===== config.mk =====
export PLATFORM = sky130hd
export DESIGN_NAME = usb_burst_reader
export DESIGN_NICKNAME = d
export VERILOG_FILES = /design/src/rtl/usb_burst_reader.sv
export SDC_FILE = /design/constraint.sdc
export NUM_CORES = 1
export LEC_CHECK = 0
export CAP_MARGIN = 25
export CORE_MARGIN = 5
export CORE_UTILIZATION = 46
export DETAILED_ROUTE_END_ITERATION = 12
export MAX_ROUTING_LAYER = met4
export PLACE_DENSITY = 0.78
export SLEW_MARGIN = 20
export SYNTH_ARGS = -nofsm -noshare
export SYNTH_HDL_FRONTEND = slang
export SYNTH_SLANG_ARGS = --single-unit

===== constraint.sdc =====
create_clock -name clock -period 1.9 [get_ports clock]
set_input_delay 0.19 -clock clock [delete_from_list [all_inputs] [get_ports clock]]
set_output_delay 0.19 -clock clock [all_outputs]
set_load 0.01 [all_outputs]

===== src/rtl/usb_burst_reader.sv =====
// Drains 10-bit samples from a read-ahead FIFO and emits fixed-length bursts of
// 16-bit words to the FX3 GPIF write bus, with underrun counting and a test pattern.
module usb_burst_reader #(
    parameter int BURST_WORDS = 4096,
    parameter int COUNT_WIDTH = 13,
    parameter int GAP_CYCLES  = 2
) (
    input  logic        clock,
    input  logic        reset,
    input  logic        enable,
    input  logic        testMode,
    input  logic [9:0]  fifoData,
    input  logic        fifoEmpty,
    input  logic        fifoHalfFull,
    output logic        fifoAck,
    input  logic        usbReady,
    output logic [15:0] usbData,
    output logic        usbWrite,
    output logic        usbEndOfBurst,
    output logic        busy,
    output logic [15:0] underrunCount,
    output logic [1:0]  debugState
);

    typedef enum logic [1:0] {
        IDLE  = 2'd0,
        BURST = 2'd1,
        GAP   = 2'd2
    } state_t;

    localparam int GAP_WIDTH = $clog2(GAP_CYCLES + 2);
    localparam logic [COUNT_WIDTH-1:0] LAST_WORD = COUNT_WIDTH'(BURST_WORDS - 1);
    localparam logic [GAP_WIDTH-1:0]   GAP_LAST  = GAP_WIDTH'(GAP_CYCLES);

    state_t                 state;
    state_t                 state_next;
    logic [COUNT_WIDTH-1:0] word_cnt;
    logic [GAP_WIDTH-1:0]   gap_cnt;
    logic [9:0]             test_cnt;
    logic                   last_word;
    logic                   underrun;

    assign debugState = state;

    always_ff @(posedge clock) begin
        if (reset) begin
            state <= IDLE;
        end else begin
            state <= state_next;
        end
    end

    // Handshake: a word moves out of the FIFO on any cycle where fifoAck=1, i.e. BURST
    // with !fifoEmpty (FIFO valid) and usbReady (FX3 ready); it appears on usbWrite one cycle later.
    always_comb begin
        state_next = state;
        fifoAck    = 1'b0;
        busy       = 1'b0;
        underrun   = 1'b0;
        last_word  = 1'b0;
        case (state)
            IDLE: begin
                if (enable && fifoHalfFull && usbReady) begin
                    state_next = BURST;
                end
            end
            BURST: begin
                busy      = 1'b1;
                fifoAck   = !fifoEmpty && usbReady;
                underrun  = fifoEmpty && usbReady;
                last_word = fifoAck && (word_cnt == LAST_WORD);
                if (last_word) begin
                    state_next = GAP;
                end
            end
            GAP: begin
                busy = 1'b1;
                // First GAP cycle carries the final word; GAP_CYCLES idle cycles follow it.
                if (gap_cnt == GAP_LAST) begin
                    state_next = IDLE;
                end
            end
            default: state_next = IDLE;
        endcase
        if (reset) begin
            fifoAck   = 1'b0;
            underrun  = 1'b0;
            last_word = 1'b0;
        end
    end

    always_ff @(posedge clock) begin
        if (reset) begin
            usbData       <= 16'd0;
            usbWrite      <= 1'b0;
            usbEndOfBurst <= 1'b0;
            underrunCount <= 16'd0;
            word_cnt      <= '0;
            gap_cnt       <= '0;
            test_cnt      <= 10'd0;
        end else begin
            usbWrite      <= fifoAck;
            usbEndOfBurst <= last_word;
            if (fifoAck) begin
                usbData  <= {6'd0, (testMode ? test_cnt : fifoData)};
                word_cnt <= word_cnt + COUNT_WIDTH'(1);
                if (testMode) begin
                    test_cnt <= test_cnt + 10'd1;
                end
            end
            if (state == IDLE) begin
                word_cnt <= '0;
            end
            if (state == GAP) begin
                gap_cnt <= gap_cnt + GAP_WIDTH'(1);
            end else begin
                gap_cnt <= '0;
            end
            if (underrun && (underrunCount != 16'hFFFF)) begin
                underrunCount <= underrunCount + 16'd1;
            end
        end
    end

endmodule


### Yosys cells after proc, flatten, opt, wreduce, memory -nomap -nowiden

Cells that the tools add are included.

* flip-flop bits (word level): 55
* input bits: 17
* output and inout bits: 38
* logic and storage cells: 46

* add/subtract/negate cells: 4
* equality and inequality tests: 8
* mux-type cells: 10
* bitwise operators: 2
* reduce and logical (&&, ||, !) cells: 14

Operators by type and width (number)
* $add A16 B1 Y16 const B: 1
* $ne A16 B16 Y1 const B: 1
* $add A13 B1 Y13 const B: 1
* $eq A13 B12 Y1 const B: 1
* $add A10 B1 Y10 const B: 1
* $mux W10: 1
* $reduce_or A2 Y1: 4
* $logic_and A1 B1 Y1: 6
* $mux W2: 3
* $ne A2 B2 Y1 const B: 3
* $pmux W2 S3: 1
* $mux W1: 5
* $eq A2 B2 Y1 const B: 2
* $reduce_and A3 Y1: 1
* $add A2 B1 Y2 const B: 1
* $eq A2 B1 Y1 const B: 1
* $logic_not A2 Y1: 1
* $not A1 Y1: 2
* $reduce_and A2 Y1: 1
* $logic_not A1 Y1: 1

### Logic depth before layout (Yosys ltp)

Gate-level depths: netlist of run 1.

* depth in word-level cells: 5
* gate-level depth with buffers: 8
* mapped depth without buffers: 7

### Least setup slack after synthesis of run 1

Ideal clock, no wire load.

* kind: register -> register
* from: register state[0] (netlist: debugState[0])
* to: register word_cnt[11]
* library setup time: 0.071 ns
* arrival time: 1.812 ns
* data required time: 1.829 ns
* setup slack: 0.018 ns
* cell stages (with the launch flop): 6
* path buffers: 0
* period minus slack after synthesis: 1.882 ns
* path through: dfxtp_1 -> ha_1 -> nand4bb_1 -> or3_4 -> or4_1 -> a21oi_1

* word-level cells in the longest chain between the ends: 3
* elaborated cells between the ends (all ways): 5
* those cells by class: eq/ne (1); mux (2); reduce/logical (2)

RTL lines
* start, declared: line 35 `state_t state;`
* start signal, assigned: line 49 `state <= state_next;`
* $eq A2 B1 Y1: line 61 `case (state)`
* $mux W1: line 61
* $mux W1: line 85 `if (reset) begin`
* end signal, assigned: line 106 `word_cnt <= word_cnt + COUNT_WIDTH'(1);`
* end, declared: line 37 `logic [COUNT_WIDTH-1:0] word_cnt;`

Parallel ways exist; a longest one is shown, timed or not.
A chain may end at the register's enable or synchronous reset.

### Worst setup path in the final report of run 1

* from: register state[1] (netlist: debugState[1])
* to: register underrunCount[13]

* word-level cells in the longest chain between the ends: 4

RTL lines
* $eq A2 B1 Y1: line 61
* $mux W1: line 61
* $mux W1: line 85
* $logic_and A1 B1 Y1: line 119 `if (underrun && (underrunCount != 16'hFFFF)) begin`
* end signal, assigned: line 120 `underrunCount <= underrunCount + 16'd1;`
* end, declared: line 21 `output logic [15:0] underrunCount,`

Every way passes these cells.

==> metrics.csv, run 1 <==
metric,value,unit
largest net degree at the start of global routing,29,
Synth async-reset ratio,0,%
Post-layout nets,400,
clock skew,7.586,ps
Syn Inst Count,305,
RePlAce Congestion,0.8691,
Period minus WS final,1823,ps
WL/cell,14.03,µm
fraction of power spent switching nets,24.91,%
fillers,500,
area grow syn2layout,31.61,%
average cell area after synthesis,8.746,µm²
htree depth,2,
Finish-stage setup viols,0,
WP data arrival,2060,ps
Ant. Diodes,0,
post-synthesis compound-gate area fraction,14.02,%
combinational share of power,18.1,%
DRT Pass-1 Iters,4,
total track usage,17.70,%
switching power,0.0006078,W
post-synthesis mux area share,6.895,%
drt total wl,6.287,mm
Clk network pwr share,33.0,%
non-filler cells in the finished layout,448,
met2 Usage GRT,29.99,%
worst vdd ir,0.0003634,V
Max Fclk,548.6,MHz
core area,5574,µm²
Area contributors post-synth,"dfxtp_1, mux2i_1, nor2_1",
vias in the first global route,2336,
Main synth FF type,dfxtp_1,
crit path max fanout,4,
area of the multi-input gates,1451,µm²
largest family of logic cells by synthesized area,simple AND/OR/NAND/NOR gates,
xor/xnor share of the synthesized area,4.597,%
antenna violations before repair,0,
most used routing layer,met2,
Via Count,2442,
Overall Power,0.002440,W
# clock sinks,55,
"flops & latches, synth",55,
clk slew on worst S/H paths,90,ps
post-synthesis simple-gate area fraction,23.64,%
Initial Utilization,47.86,%
Avg Vias per Cell,5.451,
gr ovfl total,0,
fin. max-slew vios,0,
kind of critical path,register to register,
Hold Path Class,register to register,
worst-skew pair later-pin latency,310,ps
number of enable flip-flop cells after synthesis,0,
Fin. Hold Viols,0,
setup TNS,0,ps
met3 Usage GRT,3.074,%
CTS tree,done,
leakage power,1.295,nW
Root Driver,clkbuf_8,
Storage cell area,1102,µm²
unrepaired setup endpoints after global routing,yes,
Power Internal,0.001832,W
Die Wd,86.15,µm
Power Dens Cells,695.0,nW/µm²
area fraction of the dominant cell type after synthesis,41.28,%
Cell Rows,27,
sequential share of the synthesized area,41.28,%
Post-DRT Antenna Nets,0,
die area,7422,µm²
CTS Hold Bufs,0,
Critical Path RT,2140,ps
"area leader, netlist",dfxtp_1,
first-pass GRT wire length,10.36,mm
Adder-Cell Fraction of Synth Area,3.752,%
layout cells sized above 1,16.22,%
placed insts,440,
Yosys warning count,0,
total CTS buffers,5,
status,"finished, final reports clean",
most common cell in the netlist,dfxtp_1,
Sequential Power Share,48.9,%
Final HPWL DP,4.587,mm
met1 Track Usage GR,20.78,%
drc violations,0,
IO Count,55,
synth unique cells,43,
most frequent cells after synthesis,"dfxtp_1, nor2_1, nand2_1",
Setup crit end kind,register,
IO Port Bufs,48,
critical path launch point type,register,
period utilization,95.94,%
Iteration-0 DRC Markers,93,
mapped cell area,2668,µm²
Max-cap violations,0,
WHS,432.7,ps
die height,86.15,µm
clock tree buffer depth,2,
[worst paths after layout]
path / end / cells after the start / from / slack (ps)
hold reg to reg: gap_cnt[0] / 1 / gap_cnt[0] / 430
hold / removal: gap_cnt[0] / 1 / gap_cnt[0] / 430
setup / recovery: underrunCount[13] / 7 / debugState[1] / 80
setup reg to reg: underrunCount[13] / 7 / debugState[1] / 80
[worst max-delay path: stages, from the launching register on]
cell and delay (ps):
dfxtp_2 340, inv_2 70, ha_2 190, and4b_2 300
buf_4 150, nand4_1 130, or4_1 420, a21oi_1 150
[cell usage in the layout (no fill, tap or decap), types with 4 or more instances in the layout]
master,n
a21oi_1,19
a31o_2,8
and4_1,5
buf_4,30
clkbuf_8,6
clkdlybuf4s50_1,47
conb_1,6
dfxtp_1,54
ha_1,7
inv_1,11
mux2i_1,15
nand2_1,25
nand3_1,16
nand4_1,9
nor2_1,28
nor4_1,6
o21ai_0,8
o31ai_1,8
or3_1,4
or4_1,8
xnor2_1,9
xor2_1,5
[area by class of cell]
cell class / count / area share [%]
clock inverter: 2 / 0.9979
timing repair buffer: 78 / 19.96
multi-input combinational: 222 / 41.34
tap: 72 / 2.566
inverter: 13 / 1.390
clock buffer: 6 / 2.352
sequential: 55 / 31.40
[layer usage]
| metal | up-vias | share of wire, % |
|---|---|---|
| li1 | 1233 | - |
| met1 | 1129 | 45 |
| met2 | 69 | 49 |
| met3 | 11 | 4.1 |
| met4 | 0 | 1.9 |
| met5 | - | 0 |
[power groups by stage]
stage	clock network (W)	logic (W)	registers, W
finish	0.000806	0.000441	0.00119
global route	0.000868	0.000480	0.00120
CTS	0.000830	0.000438	0.00119
detailed placement	0	0.000436	0.00122
global placement	0	0.000425	0.00122
floorplan	0	0.000215	0.00124
[sequential cells by signal, indices dropped and copies added (netlist names)]
register and cells:
gap_cnt 2, usbWrite 1, usbEndOfBurst 1, usbData 10, debugState 2, underrunCount 16, test_cnt 10, word_cnt 13
[through the flow]
stage	utilization [%]	setup WS (ps)	cell area, µm²
2_1_floorplan	-	17.65	2686
3_3_place_gp	60.63	-78.22	3379
3_5_place_dp	60.63	-98.28	3379
4_1_cts	62.87	15.00	3505
5_1_grt	62.99	-34.00	3511
6_report	62.99	77.23	3511
[logic make-up (layout without fill, tap and decap cells)]
logic type | count (synthesis) | in the layout
buffers and inverters | 33 | 99
multiplexers | 18 | 18
other | 1 | 6
flip-flops | 55 | 55
XOR/XNOR | 14 | 14
AND/OR/NAND/NOR | 120 | 120
AO/OA/AOI/OAI | 56 | 56
adder cells (fa/ha/maj) | 8 | 8
[what timing repair did]
action | CTS | global route
setup buffers | 0 | 0
resized for setup | 4 | 6
pin swaps | 0 | 1
endpoints found under the setup margin | 5 | 16
endpoints found under the hold margin | 0 | 0
No activity file was read; power rests on OpenSTA's default activity.
==> run 2: changes to the inputs <==
CAP_MARGIN = 20   (was 25)
==> results of run 2 <==
The final DEF is identical to that of run 1; final timing and power are the same.
==> run 3: changes to the inputs <==
CAP_MARGIN = 40   (was 20)
SKIP_LAST_GASP = 1   (was not set)
SLEW_MARGIN = 40   (was 20)
==> metrics.csv, run 3 (same netlist as run 1, synthesis figures left out) <==
metric,value,unit
status,"finished, final reports clean",
WP data arrival,2060,ps
vias in the first global route,2336,
placed cell areas,3379,µm²
"most common cell after layout, fill and taps aside",dfxtp_1,
Finish-stage setup viols,0,
WHS,431.8,ps
non-filler cells in the finished layout,448,
largest net degree at the start of global routing,29,
fillers,500,
gr ovfl total,0,
Post-layout nets,400,
Avg Vias per Cell,5.444,
DRT Pass-1 Iters,4,
clock skew,7.837,ps
drt total wl,6.290,mm
Die Wd,86.15,µm
Critical Path RT,2140,ps
CP Launch Point,debugState[1],
Max Fclk,548.2,MHz
max reg flops,16,
WL/cell,14.04,µm
clk slew on worst S/H paths,90,ps
kind of critical path,register to register,
RePlAce Congestion,0.8691,
Initial Utilization,47.86,%
Fin. Hold Viols,0,
die area,7422,µm²
Reg with most FFs,underrunCount,
Post-CTS Setup Bufs,0,
crit path max fanout,4,
worst-skew pair later-pin latency,310,ps
htree depth,2,
Period minus WS final,1824,ps
Max-cap violations,0,
antenna violations before repair,0,
leakage power,1.295,nW
fin. max-slew vios,0,
CTS Hold Bufs,0,
Setup crit end kind,register,
total track usage,17.70,%
die height,86.15,µm
IO Count,55,
Final HPWL DP,4.587,mm
critical path launch point type,register,
unrepaired setup endpoints after global routing,yes,
Hold Path Class,register to register,
period utilization,96.02,%
total CTS buffers,5,
reg2reg start,debugState[1],
Power Dens Cells,695.0,nW/µm²
Cell Rows,27,
clock tree buffer depth,2,
CTS tree,done,
IO Port Bufs,48,
HP Start,gap_cnt[0],
post-layout util,62.99,%
# clock sinks,55,
first-pass GRT wire length,10.36,mm
Iteration-0 DRC Markers,95,
Final Cell Area,3511,µm²
area grow syn2layout,31.61,%
Root Driver,clkbuf_8,
drc violations,0,
placed insts,440,
most frequent cells in the layout,"dfxtp_1, clkdlybuf4s50_1, buf_4",
Ant. Diodes,0,
largest registers,"underrunCount (16), word_cnt (13)",
core area,5574,µm²
layout cells sized above 1,16.22,%
Via Count,2439,
Post-DRT Antenna Nets,0,
worst vdd ir,0.0003641,V
run 3: cell counts in the layout (fill, tap and decap cells not counted):
Identical to the previous run, type by type.
run 3: stage by stage:
step / setup TNS (ps) / setup WS, ps / power [W]
floorplan: 0 / 17.65 / 0.001451
global placement: -477.1 / -78.22 / 0.001642
detailed placement: -692.6 / -98.28 / 0.001654
CTS: -1.042 / -1.042 / 0.002459
global route: -35.05 / -34.00 / 0.002544
finish: 0 / 75.69 / 0.002440
run 3: worst paths after layout:
check | endpoint | slack [ps] | cells after the start
worst max-delay path | underrunCount[13] | 80 | 7
worst max register to register | underrunCount[13] | 80 | 7
worst min register to register | gap_cnt[0] | 430 | 1
worst min-delay path | gap_cnt[0] | 430 | 1
run 3: worst max-delay path, stage by stage (launching register included):
cell and delay, ps:
dfxtp_2 340, inv_2 70, ha_2 190, and4b_2 310
buf_4 150, nand4_1 130, or4_1 420, a21oi_1 150
run 3: metal layers:
metal,vias to the layer above,share of wire (%),GRT usage [%]
li1,1230,-,-
met1,1125,45,20.78
met2,71,49,29.99
met3,13,4.1,3.074
met4,0,2.0,6.763
met5,-,0,-
run 3: final cells by class:
| class | instances | area, µm² | share of cell area (%) |
|---|---|---|---|
| Clock buffer | 6 | 82.58 | 2.352 |
| Timing Repair Buffer | 78 | 700.7 | 19.96 |
| Tap cell | 72 | 90.09 | 2.566 |
| Inverter | 13 | 48.80 | 1.390 |
| Clock inverter | 2 | 35.03 | 0.9979 |
| Sequential cell | 55 | 1102 | 31.40 |
| Multi-Input combinational cell | 222 | 1451 | 41.34 |
run 3: timing repair:
item	CTS	global route
pin swaps	0	1
gates resized for setup	3	7
endpoints found under the setup margin	5	16
run 3: power breakdown:
part	internal [W]	total (W)	switching, W
Combinational	0.000227	0.000440	0.000213
Clock	0.000427	0.000807	0.000380
Sequential	0.00118	0.00119	0.0000140
